$ cat config.mk
export PLATFORM = sky130hd
export DESIGN_NAME = lzd_norm_pipe
export DESIGN_NICKNAME = d
export VERILOG_FILES = /design/src/rtl/lzd_norm_pipe.sv
export SDC_FILE = /design/constraint.sdc
export NUM_CORES = 1
export LEC_CHECK = 0
export ABC_AREA = 0
export CORE_ASPECT_RATIO = 0.75
export CORE_UTILIZATION = 50
export CTS_CLUSTER_DIAMETER = 30
export CTS_CLUSTER_SIZE = 24
export DETAILED_ROUTE_END_ITERATION = 12
export GPL_TIMING_DRIVEN = 0
export PLACE_DENSITY = 0.82
export SYNTH_ARGS = -nofsm -noshare
export SYNTH_HDL_FRONTEND = slang
export SYNTH_SLANG_ARGS = --single-unit
$ cat constraint.sdc
create_clock -name clk -period 5.6 [get_ports clk]
set_input_delay 0.56 -clock clk [delete_from_list [all_inputs] [get_ports clk]]
set_output_delay 0.56 -clock clk [all_outputs]
set_load 0.02 [all_outputs]
$ cat src/rtl/lzd_norm_pipe.sv
// Pipelined leading-zero / leading-one detector and normaliser.
// Each accepted word yields its leading-digit count (out_zp), a flag telling
// whether a terminating digit exists (out_zv), and the word shifted left by
// the count. The whole pipe advances together under a valid/ready handshake;
// when the output is held, every stage holds with it.
module lzd_norm_pipe #(
    parameter int WIDTH   = 64,
    parameter int LATENCY = 2
) (
    input  logic                     clk,
    input  logic                     reset,
    input  logic                     in_valid,
    output logic                     in_ready,
    input  logic [WIDTH-1:0]         in_data,
    input  logic                     in_mode,
    output logic                     out_valid,
    input  logic                     out_ready,
    output logic [WIDTH-1:0]         out_data,
    output logic [$clog2(WIDTH)-1:0] out_zp,
    output logic                     out_zv
);

    localparam int ZW = $clog2(WIDTH);
    localparam int HW = WIDTH / 2;

    // Leading-one counting reduces to leading-zero counting on the inverted word.
    function automatic logic [WIDTH-1:0] fold_mode(input logic [WIDTH-1:0] x, input logic m);
        return m ? ~x : x;
    endfunction

    // Leading-zero count of the full word; an all-zero word returns 0.
    function automatic logic [ZW-1:0] lzc_full(input logic [WIDTH-1:0] x);
        logic [ZW-1:0] c;
        c = '0;
        for (int i = 0; i < WIDTH; i++) begin
            if (x[i]) c = ZW'(WIDTH - 1 - i);
        end
        return c;
    endfunction

    // Leading-zero count of a half word; an all-zero half returns 0.
    function automatic logic [ZW-2:0] lzc_half(input logic [HW-1:0] x);
        logic [ZW-2:0] c;
        c = '0;
        for (int i = 0; i < HW; i++) begin
            if (x[i]) c = (ZW-1)'(HW - 1 - i);
        end
        return c;
    endfunction

    // Normalising shift with zero fill; a zero count leaves the word unchanged.
    function automatic logic [WIDTH-1:0] norm_shift(input logic [WIDTH-1:0] x,
                                                    input logic [ZW-1:0]    sh);
        return x << sh;
    endfunction

    logic             advance;
    logic             accept;
    logic             vld_last_q;
    logic             last_in_vld;
    logic [WIDTH-1:0] last_data_d;
    logic [ZW-1:0]    last_zp_d;
    logic             last_zv_d;
    logic [WIDTH-1:0] out_data_q;
    logic [ZW-1:0]    out_zp_q;
    logic             out_zv_q;

    // The pipe only moves when the output slot is empty or being drained.
    assign advance  = ~vld_last_q | out_ready;
    assign in_ready = advance & ~reset;
    assign accept   = in_valid & in_ready;

    generate
        if (LATENCY == 1) begin : g_lat1
            logic [WIDTH-1:0] fold_p0;
            logic [ZW-1:0]    zp_p0;
            logic             zv_p0;

            // ---- stage 0 (only stage): detect and shift straight from the input ----
            // Count the leading digits of the incoming word.
            always_comb begin
                fold_p0 = fold_mode(in_data, in_mode);
                zv_p0   = |fold_p0;
                zp_p0   = zv_p0 ? lzc_full(fold_p0) : '0;
            end

            assign last_in_vld = accept;
            assign last_data_d = norm_shift(in_data, zp_p0);
            assign last_zp_d   = zp_p0;
            assign last_zv_d   = zv_p0;

        end else if (LATENCY == 2) begin : g_lat2
            logic [WIDTH-1:0] fold_in;
            logic [ZW-1:0]    zp_in;
            logic             zv_in;
            logic             vld_p0_q;
            logic [WIDTH-1:0] data_p0_q;
            logic [ZW-1:0]    zp_p0_q;
            logic             zv_p0_q;

            // Count the leading digits of the incoming word.
            always_comb begin
                fold_in = fold_mode(in_data, in_mode);
                zv_in   = |fold_in;
                zp_in   = zv_in ? lzc_full(fold_in) : '0;
            end

            // ---- stage 0: register word and count ----
            // Stage-0 valid bit moves with the pipe; cleared by reset.
            always_ff @(posedge clk) begin
                if (reset) begin
                    vld_p0_q <= 1'b0;
                end else if (advance) begin
                    vld_p0_q <= accept;
                end
            end

            // Stage-0 payload is captured only for accepted words.
            always_ff @(posedge clk) begin
                if (advance && accept) begin
                    data_p0_q <= in_data;
                    zp_p0_q   <= zp_in;
                    zv_p0_q   <= zv_in;
                end
            end

            // ---- stage 1: shift into the output register ----
            assign last_in_vld = vld_p0_q;
            assign last_data_d = norm_shift(data_p0_q, zp_p0_q);
            assign last_zp_d   = zp_p0_q;
            assign last_zv_d   = zv_p0_q;

        end else begin : g_lat3
            logic [WIDTH-1:0] fold_in;
            logic             vld_p0_q;
            logic [WIDTH-1:0] data_p0_q;
            logic [ZW-2:0]    up_cnt_p0_q;
            logic             up_any_p0_q;
            logic [ZW-2:0]    lo_cnt_p0_q;
            logic             lo_any_p0_q;
            logic [ZW-1:0]    zp_mrg;
            logic             zv_mrg;
            logic             vld_p1_q;
            logic [WIDTH-1:0] data_p1_q;
            logic [ZW-1:0]    zp_p1_q;
            logic             zv_p1_q;

            assign fold_in = fold_mode(in_data, in_mode);

            // ---- stage 0: independent upper/lower half counts ----
            // Stage-0 and stage-1 valid bits move with the pipe; cleared by reset.
            always_ff @(posedge clk) begin
                if (reset) begin
                    vld_p0_q <= 1'b0;
                    vld_p1_q <= 1'b0;
                end else if (advance) begin
                    vld_p0_q <= accept;
                    vld_p1_q <= vld_p0_q;
                end
            end

            // Stage-0 payload: raw word plus the two half-word counts.
            always_ff @(posedge clk) begin
                if (advance && accept) begin
                    data_p0_q   <= in_data;
                    up_cnt_p0_q <= lzc_half(fold_in[WIDTH-1:HW]);
                    up_any_p0_q <= |fold_in[WIDTH-1:HW];
                    lo_cnt_p0_q <= lzc_half(fold_in[HW-1:0]);
                    lo_any_p0_q <= |fold_in[HW-1:0];
                end
            end

            // ---- stage 1: merge half counts ----
            // A hit in the upper half wins; otherwise the lower count is offset by HW.
            always_comb begin
                zv_mrg = up_any_p0_q | lo_any_p0_q;
                zp_mrg = '0;
                if (up_any_p0_q) begin
                    zp_mrg = {1'b0, up_cnt_p0_q};
                end else if (lo_any_p0_q) begin
                    zp_mrg = {1'b1, lo_cnt_p0_q};
                end
            end

            // Stage-1 payload: word with its merged count.
            always_ff @(posedge clk) begin
                if (advance && vld_p0_q) begin
                    data_p1_q <= data_p0_q;
                    zp_p1_q   <= zp_mrg;
                    zv_p1_q   <= zv_mrg;
                end
            end

            // ---- stage 2: shift into the output register ----
            assign last_in_vld = vld_p1_q;
            assign last_data_d = norm_shift(data_p1_q, zp_p1_q);
            assign last_zp_d   = zp_p1_q;
            assign last_zv_d   = zv_p1_q;
        end
    endgenerate

    // Output stage: cleared on reset, loads only real words so it holds across bubbles.
    always_ff @(posedge clk) begin
        if (reset) begin
            vld_last_q <= 1'b0;
            out_data_q <= '0;
            out_zp_q   <= '0;
            out_zv_q   <= 1'b0;
        end else if (advance) begin
            vld_last_q <= last_in_vld;
            if (last_in_vld) begin
                out_data_q <= last_data_d;
                out_zp_q   <= last_zp_d;
                out_zv_q   <= last_zv_d;
            end
        end
    end

    assign out_valid = vld_last_q;
    assign out_data  = out_data_q;
    assign out_zp    = out_zp_q;
    assign out_zv    = out_zv_q;

endmodule

==> results of run 1 <==
report_power, final:
group	switching [mW]	internal, mW	total, mW
Sequential	0.0418	1.16	1.20
Clock	0.513	0.580	1.09
Combinational	0.431	0.293	0.725
flip-flops by register name, indices dropped and copies added (netlist names):
| signal | flops |
|---|---|
| g_lat2.zp_p0_q | 6 |
| g_lat2.vld_p0_q | 1 |
| g_lat2.data_p0_q | 64 |
| out_valid | 1 |
| out_zp | 6 |
| out_data | 64 |
| out_zv | 1 |
| g_lat2.zv_p0_q | 1 |
worst register-to-register path: cells and delay by family (launching register included):
family	cells	cell delay [ps]
flip-flops	1	330
AO/OA/AOI/OAI	2	1300
AND/OR/NAND/NOR	2	360
buffers and inverters	3	1390
per-layer routing:
metal	global-route usage [%]	routed length (microns)	vias to the layer above
met2	54.45	17030	885
met5	1.144	32	-
met4	9.465	794	2
met1	55.89	17220	5203
li1	-	-	4551
met3	17.13	6751	80
logic make-up after synthesis:
logic type | Yosys count | synth area share [%]
xor+xnor | 1 | 0.08425
simple gates | 396 | 17.71
compound gates | 283 | 19.07
buf+inv | 94 | 3.959
flops | 144 | 34.56
mux | 165 | 24.61
layout make-up:
cell class | instances | area, sq um
flip-flops and latches | 144 | 3593
plain buffers | 74 | 336.6
multi-input cells | 845 | 6397
well taps | 282 | 352.8
clock inverters | 15 | 127.6
inverters | 20 | 75.07
clock buffers | 17 | 425.4
fillers | 1724 | 7626
repair buffers | 139 | 1391
Yosys cell counts (6+ instances only):
cell type | n | share of area (%)
nand2b_1 | 20 | 1.2
o22a_1 | 6 | 0.51
o21ai_0 | 53 | 2.6
clkbuf_1 | 35 | 1.3
buf_4 | 7 | 0.51
nand3_1 | 38 | 1.8
buf_1 | 11 | 0.40
buf_2 | 20 | 0.96
nor4_1 | 8 | 0.48
a2bb2oi_1 | 15 | 1.3
mux2_2 | 45 | 4.9
inv_1 | 18 | 0.65
and3_1 | 7 | 0.42
edfxtp_1 | 71 | 21
o211ai_1 | 10 | 0.72
a21oi_1 | 41 | 2.0
nand2_1 | 125 | 4.5
nand4_1 | 6 | 0.36
mux2i_1 | 52 | 5.0
dfxtp_1 | 73 | 14
o21a_1 | 7 | 0.51
a221o_1 | 6 | 0.58
nor2_1 | 108 | 3.9
a211oi_1 | 10 | 0.72
o22ai_1 | 15 | 0.90
a2bb2o_1 | 8 | 0.77
nor3_1 | 34 | 1.6
nor2b_1 | 14 | 0.84
a22oi_1 | 37 | 2.7
a32oi_1 | 7 | 0.59
a31oi_1 | 15 | 0.90
a221oi_1 | 9 | 0.76
mux4_2 | 68 | 15
worst max-delay path by stage:
| stage | from | endpoint | slack, ps | cells after the start |
|---|---|---|---|---|
| 3_5_place_dp | in_data[20] | g_lat2.zp_p0_q[0] | 2160 | 7 |
| 4_1_cts | g_lat2.zp_p0_q[0] | out_data[62] | 2420 | 7 |
| 5_1_grt | g_lat2.zp_p0_q[0] | out_data[62] | 2070 | 7 |
| 6_report | g_lat2.zp_p0_q[0] | out_data[62] | 2130 | 7 |
| 3_3_place_gp | out_ready | g_lat2.data_p0_q[0] | 1590 | 3 |
| 2_1_floorplan | reset | g_lat2.data_p0_q[0] | 2560 | 3 |
==> qor.txt, run 1 <==
status: complete, no violations
final core utilization: 62.48%
crit end category: flip-flop
fin worst setup slack: 2127 ps
drt wl/cell: 27.23 microns
GRT overflow: 0
layout cells sized above 1: 14.59%
worst reg2reg endpoint: out_data[62]
Yosys reg bits: 144
Worst Hold End: out_data[16]
family with the most delay on the worst path: buffers and inverters
drt pass-1 iters: 6
crit-path cells: buf_2 > buf_2 > clkbuf_1 > o21ai_1 > a211oi_1 > nor2_1 > nor4_1
Final min period: 3473 ps
Max stage delay on crit path: 820 ps
placed inst area: 12150 sq um
ant diodes: 0
Crit path top cell by count: buf_2
Starting Density: 51.15%
post-route cell area: 12700 sq um
cell area power density: 237.6 nW/um^2
setup TNS: 0 ps
Clock Sinks: 144
setup bufs post-CTS: 0
via count: 10720
LEAKAGE: 4.470 nW
hold path startpoint: out_data[16]
synthesized area: 10400 sq um
Area Overhead vs Synth: 22.14%
DR DRC count: 0
CP required: 5950 ps
Fmax achieved: 287.9 MHz
Cell Rows: 45
Num CTS Buffers: 17
ys flop type: dfxtp_1
r2r worst-path depth: 7
Hold Path Class: flip-flop to flip-flop
Clock Path Buffers: 2
final hold slack: 443.8 ps
Hold Fails Final Rpt: 0
Crit Reg-Reg Startpoint: g_lat2.zp_p0_q[0]
Inst Count DP: 1504
kind of critical path: flip-flop to flip-flop
initial antenna violation count: 0
setup violators final: 0
first-pass GRT wire length: 61580 microns
Final Cycle Share: 62.02%
Layout Nets: 1310
CTS tree: built
post-route ant nets: 0
vias in the first global route: 9935
largest net degree at the start of global routing: 72
Seq/Total Area, Yosys: 34.56%
Least-Margin Pin Slew: 1008 ps
post-synthesis cell type count: 69
Die Height: 126.9 microns
Hold Buf Count CTS: 0
drt total wl: 41820 microns
cells after synthesis: 1083
Clock transition at path regs: 70 ps
GPL Wtd Cong: 1.013
die width: 168.5 microns
Total Routing Usage GR: 39.32%
synthesized area per cell: 9.601 sq um
Pwr Total: 3.017 mW
Hold Path Stages: 2
RSZ-0062 raised after global routing: no
crit path max fanout: 10
commonest non-fill, non-tap cells in the layout: 139 x clkdlybuf4s50_1, 125 x nand2_1, 108 x nor2_1
Root Buffer: clkbuf_16
Synth warnings: 0
Slew HR: 32.79%
Peak VDD IR: 0.1749 mV
# resized after CTS: 0
Slew Limit Fails: 0
syn nets: 1152
htree depth: 4
Ports: 142
worst path bufs/invs: 3
clock latency on the worst-skew pair: 440 ps
Post-Place Worst Slack: 2158 ps
Post-synth EDFFs: 71
commonest non-fill, non-tap cell in the layout: clkdlybuf4s50_1
PortBufs: 139
drt first-iter violations: 1920
Max stage delay cell, worst path: a211oi_1
Max-Cap Viols: 0
r2r setup slk: 2130 ps
Finished Layout Cells: 1536
die area: 21380 sq um
HPWL Detailed: 32900 microns
Critical Path AT: 3820 ps
crit start category: flip-flop
ys async rst share: 0%
CORE AREA: 20330 sq um
Vias/cell: 6.980
Setup Skew: 12.82 ps
(Power assumes the default switching activity.)
==> inputs of run 2 (changes only) <==
==> constraint.sdc (replaced) <==
create_clock -name clk -period 3.35 [get_ports clk]
set_input_delay 0.335 -clock clk [delete_from_list [all_inputs] [get_ports clk]]
set_output_delay 0.335 -clock clk [all_outputs]
set_load 0.02 [all_outputs]
==> qor.txt, run 2 (same netlist as run 1, synthesis figures left out) <==
Vias/cell: 6.943 (-0.53%)
GRT overflow: 0 (unchanged)
vias in the first global route: 9935 (unchanged)
crit path max fanout: 10 (unchanged)
Crit Reg-Reg Startpoint: g_lat2.zp_p0_q[4]
cell area power density: 396.7 nW/um^2 (+67%)
Layout Nets: 1310 (unchanged)
Hold Fails Final Rpt: 0 (unchanged)
hold path startpoint: out_data[18]
failing checks: negative setup slack
Cell Rows: 45 (unchanged)
PortBufs: 139 (unchanged)
layout cells sized above 1: 14.91% (+0.32 points)
CP required: 3730 ps (-2220 ps)
Num CTS Buffers: 17 (unchanged)
placed inst area: 12150 sq um (unchanged)
Final min period: 3437 ps (-36.51 ps)
Least-Margin Pin Slew: 1038 ps (+29.84 ps)
htree depth: 4 (unchanged)
crit end category: flip-flop
Clock Path Buffers: 2 (unchanged)
Slew HR: 30.81% (-2.0 points)
Finished Layout Cells: 1536 (unchanged)
Hold Path Stages: 2 (unchanged)
r2r setup slk: -90 ps (-2210 ps)
post-route cell area: 12720 sq um (+0.14%)
Clock transition at path regs: 70 ps (about the same)
final hold slack: 442.0 ps (-1.756 ps)
DR DRC count: 0 (unchanged)
Crit path top cell by count: clkbuf_1
Post-Place Worst Slack: 132.5 ps (-2025 ps)
setup violators final: 2 (+2)
crit-path cells: clkbuf_1 > clkbuf_1 > clkbuf_1 > a21oi_1 > mux2i_1 > a22o_1
Critical Path AT: 3820 ps (about the same)
Pwr Total: 5.045 mW (+67%)
Worst Hold End: out_data[18]
fin worst setup slack: -86.53 ps (-2213 ps)
grt met3 use: 17.13% (unchanged)
setup TNS: -170.1 ps (-170.1 ps)
Die Height: 126.9 microns (unchanged)
Most Crowded Layer GR: met1
Max stage delay cell, worst path: clkbuf_1
drt wl/cell: 27.23 microns (about the same)
setup bufs post-CTS: 0 (unchanged)
HPWL Detailed: 32900 microns (unchanged)
commonest non-fill, non-tap cells in the layout: 139 x clkdlybuf4s50_1, 125 x nand2_1, 108 x nor2_1
Area Overhead vs Synth: 22.31%
drt pass-1 iters: 9 (+3)
Hold Path Class: flip-flop to flip-flop
Max-Cap Viols: 0 (unchanged)
Max stage delay on crit path: 700 ps (-120 ps)
Slew Limit Fails: 0 (unchanged)
drt total wl: 41830 microns (about the same)
Total Routing Usage GR: 39.32% (unchanged)
post-route ant nets: 0 (unchanged)
worst path bufs/invs: 3 (unchanged)
r2r worst-path depth: 6 (-1)
initial antenna violation count: 0 (unchanged)
crit start category: flip-flop
Ports: 142 (unchanged)
clock latency on the worst-skew pair: 440 ps (about the same)
CTS tree: built
die area: 21380 sq um (unchanged)
largest net degree at the start of global routing: 72 (unchanged)
drt first-iter violations: 1947 (+1.4%)
commonest non-fill, non-tap cell in the layout: clkdlybuf4s50_1
final core utilization: 62.57% (+0.086 points)
Clock Sinks: 144 (unchanged)
Inst Count DP: 1504 (unchanged)
kind of critical path: flip-flop to flip-flop
first-pass GRT wire length: 61580 microns (unchanged)
die width: 168.5 microns (unchanged)
LEAKAGE: 4.478 nW (+0.19%)
family with the most delay on the worst path: buffers and inverters
Starting Density: 51.15% (unchanged)
RSZ-0062 raised after global routing: no
via count: 10660 (-0.53%)
Setup Skew: 11.72 ps (-1.103 ps)
ant diodes: 0 (unchanged)
Root Buffer: clkbuf_16
Fmax achieved: 291.0 MHz (+1.1%)
GPL Wtd Cong: 1.013 (unchanged)
status: finished, violations left
CORE AREA: 20330 sq um (unchanged)
worst reg2reg endpoint: out_data[24]
GR Layer Usage met2: 54.45% (unchanged)
Final Cycle Share: 102.6% (+41 points)
Peak VDD IR: 0.2910 mV (+66%)
grt met1 use: 55.89% (unchanged)
==> run 2: cell counts in the layout (fill, tap and decap cells not counted) <==
Identical to the previous run, type by type.
==> run 2: what timing repair did <==
action | 4_1_cts | 5_1_grt
resized for setup | 0 | 5
endpoints found under the setup margin | 0 | 5
hold buffers | 0 | 0
==> run 2: tightest hold or removal path: cells and delay by family (launching register included) <==
| family | cells | cell delay (ps) |
|---|---|---|
| flip-flops | 1 | 310 |
| AND/OR/NAND/NOR | 2 | 90 |
==> run 2: power breakdown <==
group          leakage, nW  total [mW]  internal [mW]  switching [mW]
Sequential            1.26        2.01           1.94          0.0695
Clock                0.269        1.83          0.969           0.857
Combinational         2.95        1.21          0.491           0.722
==> run 2: layout make-up <==
class	instances	area, sq um
well taps	282	352.8
multi-input cells	845	6414
repair buffers	139	1391
inverters	20	75.07
clock buffers	17	425.4
fillers	1725	7609
flip-flops and latches	144	3593
clock inverters	15	127.6
plain buffers	74	337.8
==> run 2: worst max-delay path by stage <==
stage	startpoint	end	cells past startpoint
global placement	out_ready	g_lat2.data_p0_q[0]	3
floorplan	reset	g_lat2.data_p0_q[0]	3
CTS	g_lat2.zp_p0_q[0]	out_data[62]	7
detailed placement	in_data[20]	g_lat2.zp_p0_q[0]	7
finish	g_lat2.zp_p0_q[4]	out_data[24]	6
global route	g_lat2.zp_p0_q[0]	out_data[54]	8
==> run 2: layer usage <==
metal / routed length [microns] / vias to the layer above / share of wire [%]
met5: 5 / - / 0.012
met1: 17380 / 5198 / 42
met2: 17010 / 834 / 41
met4: 800 / 2 / 1.9
li1: - / 4543 / -
met3: 6631 / 87 / 16
==> inputs of run 3 (changes only) <==
--- a/config.mk
+++ b/config.mk
@@ -6,13 +6,15 @@
 export NUM_CORES = 1
 export LEC_CHECK = 0
 export ABC_AREA = 0
+export CELL_PAD_IN_SITES_DETAIL_PLACEMENT = 0
+export CELL_PAD_IN_SITES_GLOBAL_PLACEMENT = 1
 export CORE_ASPECT_RATIO = 0.75
-export CORE_UTILIZATION = 50
+export CORE_UTILIZATION = 43
 export CTS_CLUSTER_DIAMETER = 30
-export CTS_CLUSTER_SIZE = 24
+export CTS_CLUSTER_SIZE = 25
 export DETAILED_ROUTE_END_ITERATION = 12
 export GPL_TIMING_DRIVEN = 0
-export PLACE_DENSITY = 0.82
+export PLACE_DENSITY = 0.89
 export SYNTH_ARGS = -nofsm -noshare
 export SYNTH_HDL_FRONTEND = slang
 export SYNTH_SLANG_ARGS = --single-unit
==> qor.txt, run 3 (same netlist as run 1, synthesis figures left out) <==
status: complete, no violations
DR DRC count: 0 (unchanged)
drt total wl: 41740 microns (-0.22%)
crit path max fanout: 10 (unchanged)
drt pass-1 iters: 6 (-3)
Clock Path Buffers: 2 (unchanged)
Die Height: 136.7 microns (+7.7%)
drt wl/cell: 26.86 microns (-1.4%)
HPWL Detailed: 33010 microns (+0.34%)
vias in the first global route: 9786 (-1.5%)
Vias/cell: 6.708 (-3.4%)
Final min period: 3305 ps (-131.7 ps)
LEAKAGE: 4.518 nW (+0.90%)
CP required: 3730 ps (about the same)
crit end category: flip-flop
Ports: 142 (unchanged)
Hold Buf Count CTS: 0 (unchanged)
Starting Density: 44.51% (-6.6 points)
die width: 181.6 microns (+7.7%)
clock latency on the worst-skew pair: 440 ps (about the same)
layout cells sized above 1: 14.35% (-0.56 points)
die area: 24810 sq um (+16%)
Area Overhead vs Synth: 23.18%
commonest non-fill, non-tap cells in the layout: 139 x clkdlybuf4s50_1, 125 x nand2_1, 108 x nor2_1
Setup Skew: 10.84 ps (-0.8745 ps)
Critical Path AT: 3690 ps (-130 ps)
kind of critical path: flip-flop to flip-flop
Final Cycle Share: 98.65% (-3.9 points)
drt first-iter violations: 1409 (-28%)
CTS tree: built
setup TNS: 0 ps (+170.1 ps)
PortBufs: 139 (unchanged)
cell area power density: 413.9 nW/um^2 (+4.4%)
post-route ant nets: 0 (unchanged)
crit start category: flip-flop
first-pass GRT wire length: 61850 microns (+0.44%)
Peak VDD IR: 0.3566 mV (+23%)
RSZ-0062 raised after global routing: no
initial antenna violation count: 1 (+1)
CORE AREA: 23360 sq um (+15%)
Clock transition at path regs: 60 ps (about the same)
commonest non-fill, non-tap cell in the layout: clkdlybuf4s50_1
final core utilization: 54.82% (-7.7 points)
Hold Path Class: flip-flop to flip-flop
largest net degree at the start of global routing: 72 (unchanged)
r2r setup slk: 50 ps (+130 ps)
Least-Margin Pin Slew: 1019 ps (-19.30 ps)
Slew Limit Fails: 0 (unchanged)
Max-Cap Viols: 0 (unchanged)
ant diodes: 0 (unchanged)
Layout Nets: 1310 (unchanged)
Cell Rows: 48 (+6.7%)
via count: 10420 (-2.3%)
GPL Wtd Cong: 1.015 (+0.16%)
Fmax achieved: 302.6 MHz (+4.0%)
Root Buffer: clkbuf_16
Hold Fails Final Rpt: 0 (unchanged)
setup violators final: 0 (-2)
Slew HR: 31.84% (+1.0 points)
GRT overflow: 0 (unchanged)
Clock Sinks: 144 (unchanged)
Num CTS Buffers: 17 (unchanged)
Total Routing Usage GR: 34.09% (-5.2 points)
htree depth: 4 (unchanged)
[run 3: cell count changes in the layout (fill, tap and decap cells not counted), moves of 2 or more]
| cell | previous run | this run |
|---|---|---|
| bufinv_16 | 0 | 3 |
| clkbuf_1 | 34 | 38 |
| clkbuf_16 | 17 | 20 |
| clkinv_4 | 5 | 1 |
| clkinvlp_4 | 2 | 0 |
| inv_6 | 4 | 0 |
| inv_8 | 2 | 0 |
[run 3: through the flow]
| stage | power [mW] | std cells | hold slack [ps] | worst slack (ps) | area (sq um) |
|---|---|---|---|---|---|
| 2_1_floorplan | 2.694 | 1083 | 433.9 | 535.9 | 10400 |
| 3_3_place_gp | 3.194 | 1522 | 426.6 | -414.4 | 12160 |
| 3_5_place_dp | 3.198 | 1522 | 431.7 | 9.858 | 12170 |
| 4_1_cts | 5.264 | 1554 | 439.5 | 251.0 | 12810 |
| 5_1_grt | 5.433 | 1554 | 463.1 | 8.511 | 12810 |
| 6_report | 5.302 | 1554 | 436.5 | 45.20 | 12810 |
[run 3: worst max-delay path, stage by stage (launching register included)]
cell	delay, ps
edfxtp_1	440
buf_2	270
buf_4	260
buf_2	240
buf_2	290
nor3b_1	690
a21oi_1	200
mux2i_1	620
a22o_1	210
[run 3: repair_timing]
item	in CTS	in global routing
gates resized for setup	0	3
endpoints found under the hold margin	0	0
setup endpoints to repair	0	1
buffers inserted	0	0
[run 3: worst paths after layout]
| kind | endpoint | cells after the start | from |
|---|---|---|---|
| setup / recovery | out_data[24] | 8 | g_lat2.zp_p0_q[1] |
| hold / removal | out_data[18] | 2 | out_data[18] |
| setup reg to reg | out_data[24] | 8 | g_lat2.zp_p0_q[1] |
| hold reg to reg | out_data[18] | 2 | out_data[18] |
[run 3: where the power goes]
part	switching, mW	internal (mW)	total (mW)
clock	0.785	1.31	2.09
sequential	0.0671	1.94	2.00
combinational	0.717	0.490	1.21
total	1.57	3.73	5.30
[run 3: cell type report]
| class | count | area (sq um) |
|---|---|---|
| clock inverters | 8 | 121.4 |
| fillers | 2131 | 10560 |
| clock buffers | 24 | 515.5 |
| plain buffers | 74 | 337.8 |
| flip-flops and latches | 144 | 3593 |
| inverters | 20 | 75.07 |
| multi-input cells | 845 | 6397 |
| well taps | 300 | 375.4 |
| repair buffers | 139 | 1391 |
[run 3: layer usage]
| metal | GRT usage [%] | vias to the layer above | part of all wire [%] |
|---|---|---|---|
| met1 | 48.38 | 5096 | 44 |
| met5 | 4.000 | - | 0.34 |
| li1 | - | 4552 | - |
| met3 | 15.25 | 60 | 15 |
| met2 | 46.32 | 710 | 40 |
| met4 | 8.145 | 6 | 1.5 |
